--- config.mk ---
export PLATFORM = sky130hd
export DESIGN_NAME = pipelined_adder
export DESIGN_NICKNAME = d
export VERILOG_FILES = /design/src/rtl/pipelined_adder_pkg.sv /design/src/rtl/pipelined_adder_segment.sv /design/src/rtl/pipelined_adder.sv
export SDC_FILE = /design/constraint.sdc
export NUM_CORES = 1
export LEC_CHECK = 0
export CORE_MARGIN = 2
export CORE_UTILIZATION = 31
export CTS_BUF_LIST = sky130_fd_sc_hd__clkbuf_8
export DETAILED_ROUTE_END_ITERATION = 8
export PLACE_DENSITY = 0.5
export REMOVE_ABC_BUFFERS = 1
export SLEW_MARGIN = 10
export SYNTH_ARGS = -nofsm -noshare
export SYNTH_HDL_FRONTEND = slang
export SYNTH_HIERARCHICAL = 1
export SYNTH_SLANG_ARGS = --single-unit
--- constraint.sdc ---
create_clock -name clk -period 2.2 [get_ports clk]
set_input_delay 0.33 -clock clk [delete_from_list [all_inputs] [get_ports clk]]
set_output_delay 0.33 -clock clk [all_outputs]
set_load 0.01 [all_outputs]
--- src/rtl/pipelined_adder_pkg.sv ---
// adder_pkg: shared definitions for the pipelined adder slice.
//   ADD_WIDTH_DEF / ADD_STAGES_DEF : default operand width and segment count
//   op_mode_e                      : operation select (ADD = 0, SUB = 1)
//   seg_width()                    : per-segment width derived from WIDTH/STAGES
package adder_pkg;

    localparam int unsigned ADD_WIDTH_DEF  = 16;
    localparam int unsigned ADD_STAGES_DEF = 4;

    typedef enum logic {
        ADD = 1'b0,
        SUB = 1'b1
    } op_mode_e;

    // Guarded against STAGES = 0 so an illegal set reaches the top-level
    // parameter check instead of failing on a division first.
    function automatic int unsigned seg_width(input int unsigned width,
                                              input int unsigned stages);
        return (stages == 0) ? width : width / stages;
    endfunction

endpackage

--- src/rtl/pipelined_adder_segment.sv ---
// adder_segment: one SEG-bit registered slice of the pipelined adder.
// Ports:
//   clk, rst  : clock, asynchronous active-high reset
//   en        : global advance; all registers hold while low
//   vin       : beat-valid travelling with this slice
//   a, b, cin : slice operands (b already inverted for subtract) and carry-in
//   sum, cout : registered slice result and carry-out
//   vout      : registered beat-valid
module adder_segment #(
    parameter int unsigned SEG = 4
) (
    input  logic           clk,
    input  logic           rst,
    input  logic           en,
    input  logic           vin,
    input  logic [SEG-1:0] a,
    input  logic [SEG-1:0] b,
    input  logic           cin,
    output logic [SEG-1:0] sum,
    output logic           cout,
    output logic           vout
);

    always_ff @(posedge clk or posedge rst) begin
        if (rst) begin
            sum  <= '0;
            cout <= 1'b0;
            vout <= 1'b0;
        end else if (en) begin
            {cout, sum} <= {1'b0, a} + {1'b0, b} + {{SEG{1'b0}}, cin};
            vout        <= vin;
        end
    end

endmodule

--- src/rtl/pipelined_adder.sv ---
// pipelined_adder: WIDTH-bit add/subtract split into STAGES registered carry
// segments; one result per clock, STAGES cycles latency, valid/ready flow
// control with back-pressure (all stages advance together).
// Ports:
//   clk, rst             : clock, asynchronous active-high reset
//   in_valid / in_ready  : operand handshake
//   a, b, cin, sub       : operands, carry-in (add only), 1 = A-B
//   out_valid / out_ready: result handshake
//   sum, carry           : result and carry-out (sub: 1 = no borrow)
//   overflow             : signed overflow, only with PIPELINED_ADDER_OVF_EN
// Optional feature macro: PIPELINED_ADDER_OVF_EN
module pipelined_adder
    import adder_pkg::*;
#(
    parameter int unsigned WIDTH  = ADD_WIDTH_DEF,
    parameter int unsigned STAGES = ADD_STAGES_DEF
) (
    input  logic             clk,
    input  logic             rst,
    input  logic             in_valid,
    output logic             in_ready,
    input  logic [WIDTH-1:0] a,
    input  logic [WIDTH-1:0] b,
    input  logic             cin,
    input  logic             sub,
    output logic             out_valid,
    input  logic             out_ready,
    output logic [WIDTH-1:0] sum,
    output logic             carry
`ifdef PIPELINED_ADDER_OVF_EN
    ,
    output logic             overflow
`endif
);

    localparam int unsigned SEG = seg_width(WIDTH, STAGES);

    if ((STAGES < 1) || ((WIDTH % ((STAGES < 1) ? 1 : STAGES)) != 0)) begin : g_param_check
        $fatal(1, "pipelined_adder: STAGES must be >= 1 and divide WIDTH");
    end

    op_mode_e          mode;
    logic [WIDTH-1:0]  b_eff;
    logic              c_eff;
    logic              adv;
    logic [WIDTH-1:0]  op_a    [STAGES];
    logic [WIDTH-1:0]  op_b    [STAGES];
    logic [SEG-1:0]    seg_sum [STAGES];
    logic [STAGES-1:0] seg_cin;
    logic [STAGES-1:0] seg_cout;
    logic [STAGES-1:0] seg_vin;
    logic [STAGES-1:0] seg_vout;

    assign mode      = op_mode_e'(sub);
    assign b_eff     = (mode == SUB) ? ~b : b;
    assign c_eff     = (mode == SUB) ? 1'b1 : cin;
    assign adv       = !out_valid || out_ready;
    assign in_ready  = adv;
    assign out_valid = seg_vout[STAGES-1];
    assign carry     = seg_cout[STAGES-1];

    always_comb begin
        seg_cin    = '0;
        seg_vin    = '0;
        seg_cin[0] = c_eff;
        seg_vin[0] = in_valid;
        for (int unsigned k = 1; k < STAGES; k++) begin
            seg_cin[k] = seg_cout[k-1];
            seg_vin[k] = seg_vout[k-1];
        end
    end

    for (genvar k = 0; k < STAGES; k++) begin : g_seg
        adder_segment #(.SEG(SEG)) u_seg (
            .clk  (clk),
            .rst  (rst),
            .en   (adv),
            .vin  (seg_vin[k]),
            .a    (op_a[k][k*SEG +: SEG]),
            .b    (op_b[k][k*SEG +: SEG]),
            .cin  (seg_cin[k]),
            .sum  (seg_sum[k]),
            .cout (seg_cout[k]),
            .vout (seg_vout[k])
        );
    end

    if (STAGES > 1) begin : g_skew
        // Entry j travels alongside segment j+1: a_sk/b_sk carry the operand
        // slices still to be added, lo collects finished slices 0..j.
        logic [WIDTH-1:0] a_sk [STAGES-1];
        logic [WIDTH-1:0] b_sk [STAGES-1];
        logic [WIDTH-1:0] lo   [STAGES-1];

        always_ff @(posedge clk or posedge rst) begin
            if (rst) begin
                for (int unsigned j = 0; j < STAGES-1; j++) begin
                    a_sk[j] <= '0;
                    b_sk[j] <= '0;
                    lo[j]   <= '0;
                end
            end else if (adv) begin
                a_sk[0] <= a;
                b_sk[0] <= b_eff;
                lo[0]   <= WIDTH'(seg_sum[0]);
                for (int unsigned j = 1; j < STAGES-1; j++) begin
                    a_sk[j] <= a_sk[j-1];
                    b_sk[j] <= b_sk[j-1];
                    // upper bits of lo[j-1] are always zero, so OR merges the slice
                    lo[j]   <= lo[j-1] | (WIDTH'(seg_sum[j]) << (j*SEG));
                end
            end
        end

        always_comb begin
            op_a[0] = a;
            op_b[0] = b_eff;
            for (int unsigned j = 1; j < STAGES; j++) begin
                op_a[j] = a_sk[j-1];
                op_b[j] = b_sk[j-1];
            end
        end

        assign sum = lo[STAGES-2] | (WIDTH'(seg_sum[STAGES-1]) << ((STAGES-1)*SEG));
    end else begin : g_noskew
        always_comb begin
            op_a[0] = a;
            op_b[0] = b_eff;
        end

        assign sum = seg_sum[0];
    end

`ifdef PIPELINED_ADDER_OVF_EN
    // Carry into the MSB equals sum_msb ^ a_msb ^ b_msb, so only the operand
    // MSB parity has to be registered alongside the top segment.
    logic msb_x;

    always_ff @(posedge clk or posedge rst) begin
        if (rst) begin
            msb_x <= 1'b0;
        end else if (adv) begin
            msb_x <= op_a[STAGES-1][WIDTH-1] ^ op_b[STAGES-1][WIDTH-1];
        end
    end

    assign overflow = msb_x ^ sum[WIDTH-1] ^ carry;
`endif

endmodule
==> metrics.cfg, run 1 <==
[run_status]
outcome = complete, no violations

[critical_path]
regToRegStartpoint = g_seg[1].u_seg/cout
critical_path.most_common_cell = clkdlybuf4s50_1
cp-start-kind = input port
crit_type = in -> out
crit_fanout = 6
cp_num_buf_inv = 2
r2r_cells = 5
crit_path_cell_trace = clkdlybuf4s50_1 > nand2b_4 > clkdlybuf4s50_1
critPathSlowestCell = clkdlybuf4s50_1
cp.arrival_ns = 1.62
worst-r2r-setup-slack_ns = 0.57
critPathMaxStageDelay_ns = 0.58
critPathCaptureType = output pin
cp_top_family = buffers and inverters
cp_data_required_time_ns = 1.87
reg2reg_to = g_seg[2].u_seg/sum[2]

[grt]
grt_pass1_wl_microns = 14200
grt.met3_usage_pct = 3.88
grt.busiest_layer = met2
antenna_found_initial = 0
overflow = 0
met2_usage_pct = 16.7
use_met1_pct = 15.1
grt_use_total_pct = 11.1
grt_pass1_vias = 2652
grt_start_max_net_pins = 39

[yosys]
yosys_warnings = 6
synth_top_area_share_pct = 49.5
synth.top_cells.by_area = dfrtp_1 (50%), mux2_4 (21%), mux2_2 (3.5%)
syn_avg_cell_area_sq_um = 15.1
synth_top_area_cell = dfrtp_1
yosysUniqueCellTypes = 25
syn_inst = 321
syn_area_sq_um = 4850
yosysSeqAreaShare_pct = 49.5
ys_ff_latch = 96

[layout]
fill_cells = 1485
num-nets-final = 429
layout.cells.non_filler = 587
area_growth_pct = 17.4
multi_input_area_sq_um = 2050
drive_gt1_share_pct = 30.6
regArea_sq_um = 2400
diodes = 0
final_util_pct = 37.3
design_area_sq_um = 5700

[die]
die_area_sq_um = 16700
core-area_sq_um = 15300
die_height_microns = 129
row_count = 45
fp.dieW_microns = 129
start_util_pct = 31.8
io-pin-count = 57

[clocking]
clkTransAtPathRegs_ns = 0.10
ctsHoldBuffers = 0
cts_tree = built
cts.sinks = 96
cts_resized = 0
numCtsBuffers = 9
cts_buffer_depth = 2
postCtsSetupRepairBufs = 0
htree_levels = 3
root_buffer = clkbuf_8
worstSkewPairLatency_ns = 0.38

[drt]
drc_errors = 0
totalWireLength_microns = 8350
drtAntennaViolNets = 0
drt-initial-drc-count = 156
wl_per_cell_microns = 14.2
dr.pass1.iters = 3
vias_per_cell = 4.27
dr_total_vias = 2504

[power_and_ir_drop]
leakage_nw = 2.65
powerDensity_nw_per_um2 = 1320
peakVddDrop_uv = 502
power_mw = 7.53

[placement]
routabilityCongestion = 0.753
dp.cells = 571
hpwl_microns = 5810
io_buffers = 56
place_ws_ns = -0.103
place_area_sq_um = 5470

[timing]
drv_slew = 0
hold_viol_final = 0
setup_violations = 0
rsz0062_at_grt = false
relSlewSlack_pct = 72.7
worst_slew_pin_slew_ns = 0.408
max_freq_mhz = 514
fin_crit_sh_pct = 88.5
skew_ns = 0.0128
setup_ws_ns = 0.253
fin_crit_ns = 1.95

[run]
max_cap_viol_count = 0

[hold_path]
hold_class = in -> async

[cell usage in the layout (no fill, tap or decap)]
cell type / synthesis / layout
nor2b_1: 4 / 4
inv_1: 21 / 21
xnor2_1: 4 / 4
o311a_1: 4 / 4
inv_2: 0 / 1
nand4b_1: 4 / 4
bufinv_16: 0 / 2
buf_12: 8 / 4
buf_4: 12 / 5
fa_1: 8 / 8
clkbuf_8: 0 / 10
clkinv_2: 0 / 1
mux2_2: 15 / 15
nand2_2: 4 / 4
or2_2: 1 / 1
clkinvlp_4: 0 / 2
nand2b_4: 1 / 1
clkdlybuf4s50_1: 0 / 56
xor2_1: 16 / 16
o311ai_1: 4 / 4
a21oi_1: 4 / 4
a31oi_1: 4 / 4
a21o_1: 4 / 4
o21ai_0: 4 / 4
ha_1: 12 / 12
nor2_1: 8 / 8
nand2b_1: 4 / 4
nand3b_1: 4 / 4
mux2_4: 69 / 69
dfrtp_1: 96 / 96
[cell usage after synthesis, drive strengths merged]
cell	number
a21oi	4
nand2b	5
o21ai	4
o311ai	4
nand2	4
mux2	84
o311a	4
buf	26
nand4b	4
dfrtp	96
xnor2	4
or2	1
nand3b	4
a21o	4
xor2	16
inv	21
nor2b	4
fa	8
a31oi	4
ha	12
nor2	8
[sequential cells by signal, summed over array words and instances (netlist names)]
name and flops:
g_seg.u_seg/sum 16, g_skew.a_sk 24, g_seg.u_seg/vout 4, g_skew.b_sk 24
g_seg.u_seg/cout 4, g_skew.lo 24
[worst register-to-register path: stages (launching register included)]
cell and delay [ns]:
dfrtp_1 0.40, fa_1 0.24, inv_1 0.07, fa_1 0.41
xnor2_1 0.15, mux2_2 0.26
[kinds of logic after synthesis]
kind of cell             after synthesis  share of synthesized area [%]
adder cells (fa/ha/maj)               20                           6.40
flip-flops                            96                           49.5
multiplexers                          84                           24.8
AND/OR/NAND/NOR                       30                           3.92
AO/OA/AOI/OAI                         24                           3.51
XOR/XNOR                              20                           3.61
buffers and inverters                 47                           8.18
[report_power, final]
part / switching [mW] / internal (mW)
Sequential: 0.483 / 2.55
Clock: 0.624 / 0.665
Combinational: 1.18 / 2.03
[worst max-delay path by stage]
stage | start | endpoint | slack, ns | cells after the start
after floorplan | rst | g_skew.a_sk[12] | 0.05 | 1
after global placement | sub | g_seg[0].u_seg/sum[2] | -0.07 | 7
after detailed placement | sub | g_seg[0].u_seg/cout | -0.10 | 8
after CTS | out_ready | in_ready | 0.20 | 3
after global routing | sub | g_seg[0].u_seg/cout | 0.17 | 8
final | out_ready | in_ready | 0.25 | 3
[per-stage QoR]
stage / setup TNS [ns] / hold slack, ns
final: 0 / 0.354
after global routing: 0 / 0.385
after CTS: 0 / 0.328
after detailed placement: -0.313 / 0.492
after global placement: -0.219 / 0.488
after floorplan: 0 / 0.121
[area by class of cell]
class	instances	area share, %
sequential	96	42.2
multi-input combinational	178	36.0
clock buffer	10	2.42
timing repair buffer	65	11.9
clock inverter	6	1.47
tap	211	4.64
inverter	21	1.38
[metal layers]
| layer | share of wire, % | up-vias |
|---|---|---|
| met2 | 47 | 43 |
| met3 | 4.3 | 7 |
| met5 | 0 | - |
| met4 | 1.0 | 0 |
| met1 | 48 | 1272 |
| li1 | - | 1182 |
Power figures use the tool's default switching activity.
==> run 2, diff against run 1 <==
ABC_CLOCK_PERIOD_IN_PS = 2200   (was unset)
==> results of run 2 <==
No change in the layout: final DEF, timing and power equal those of run 1.
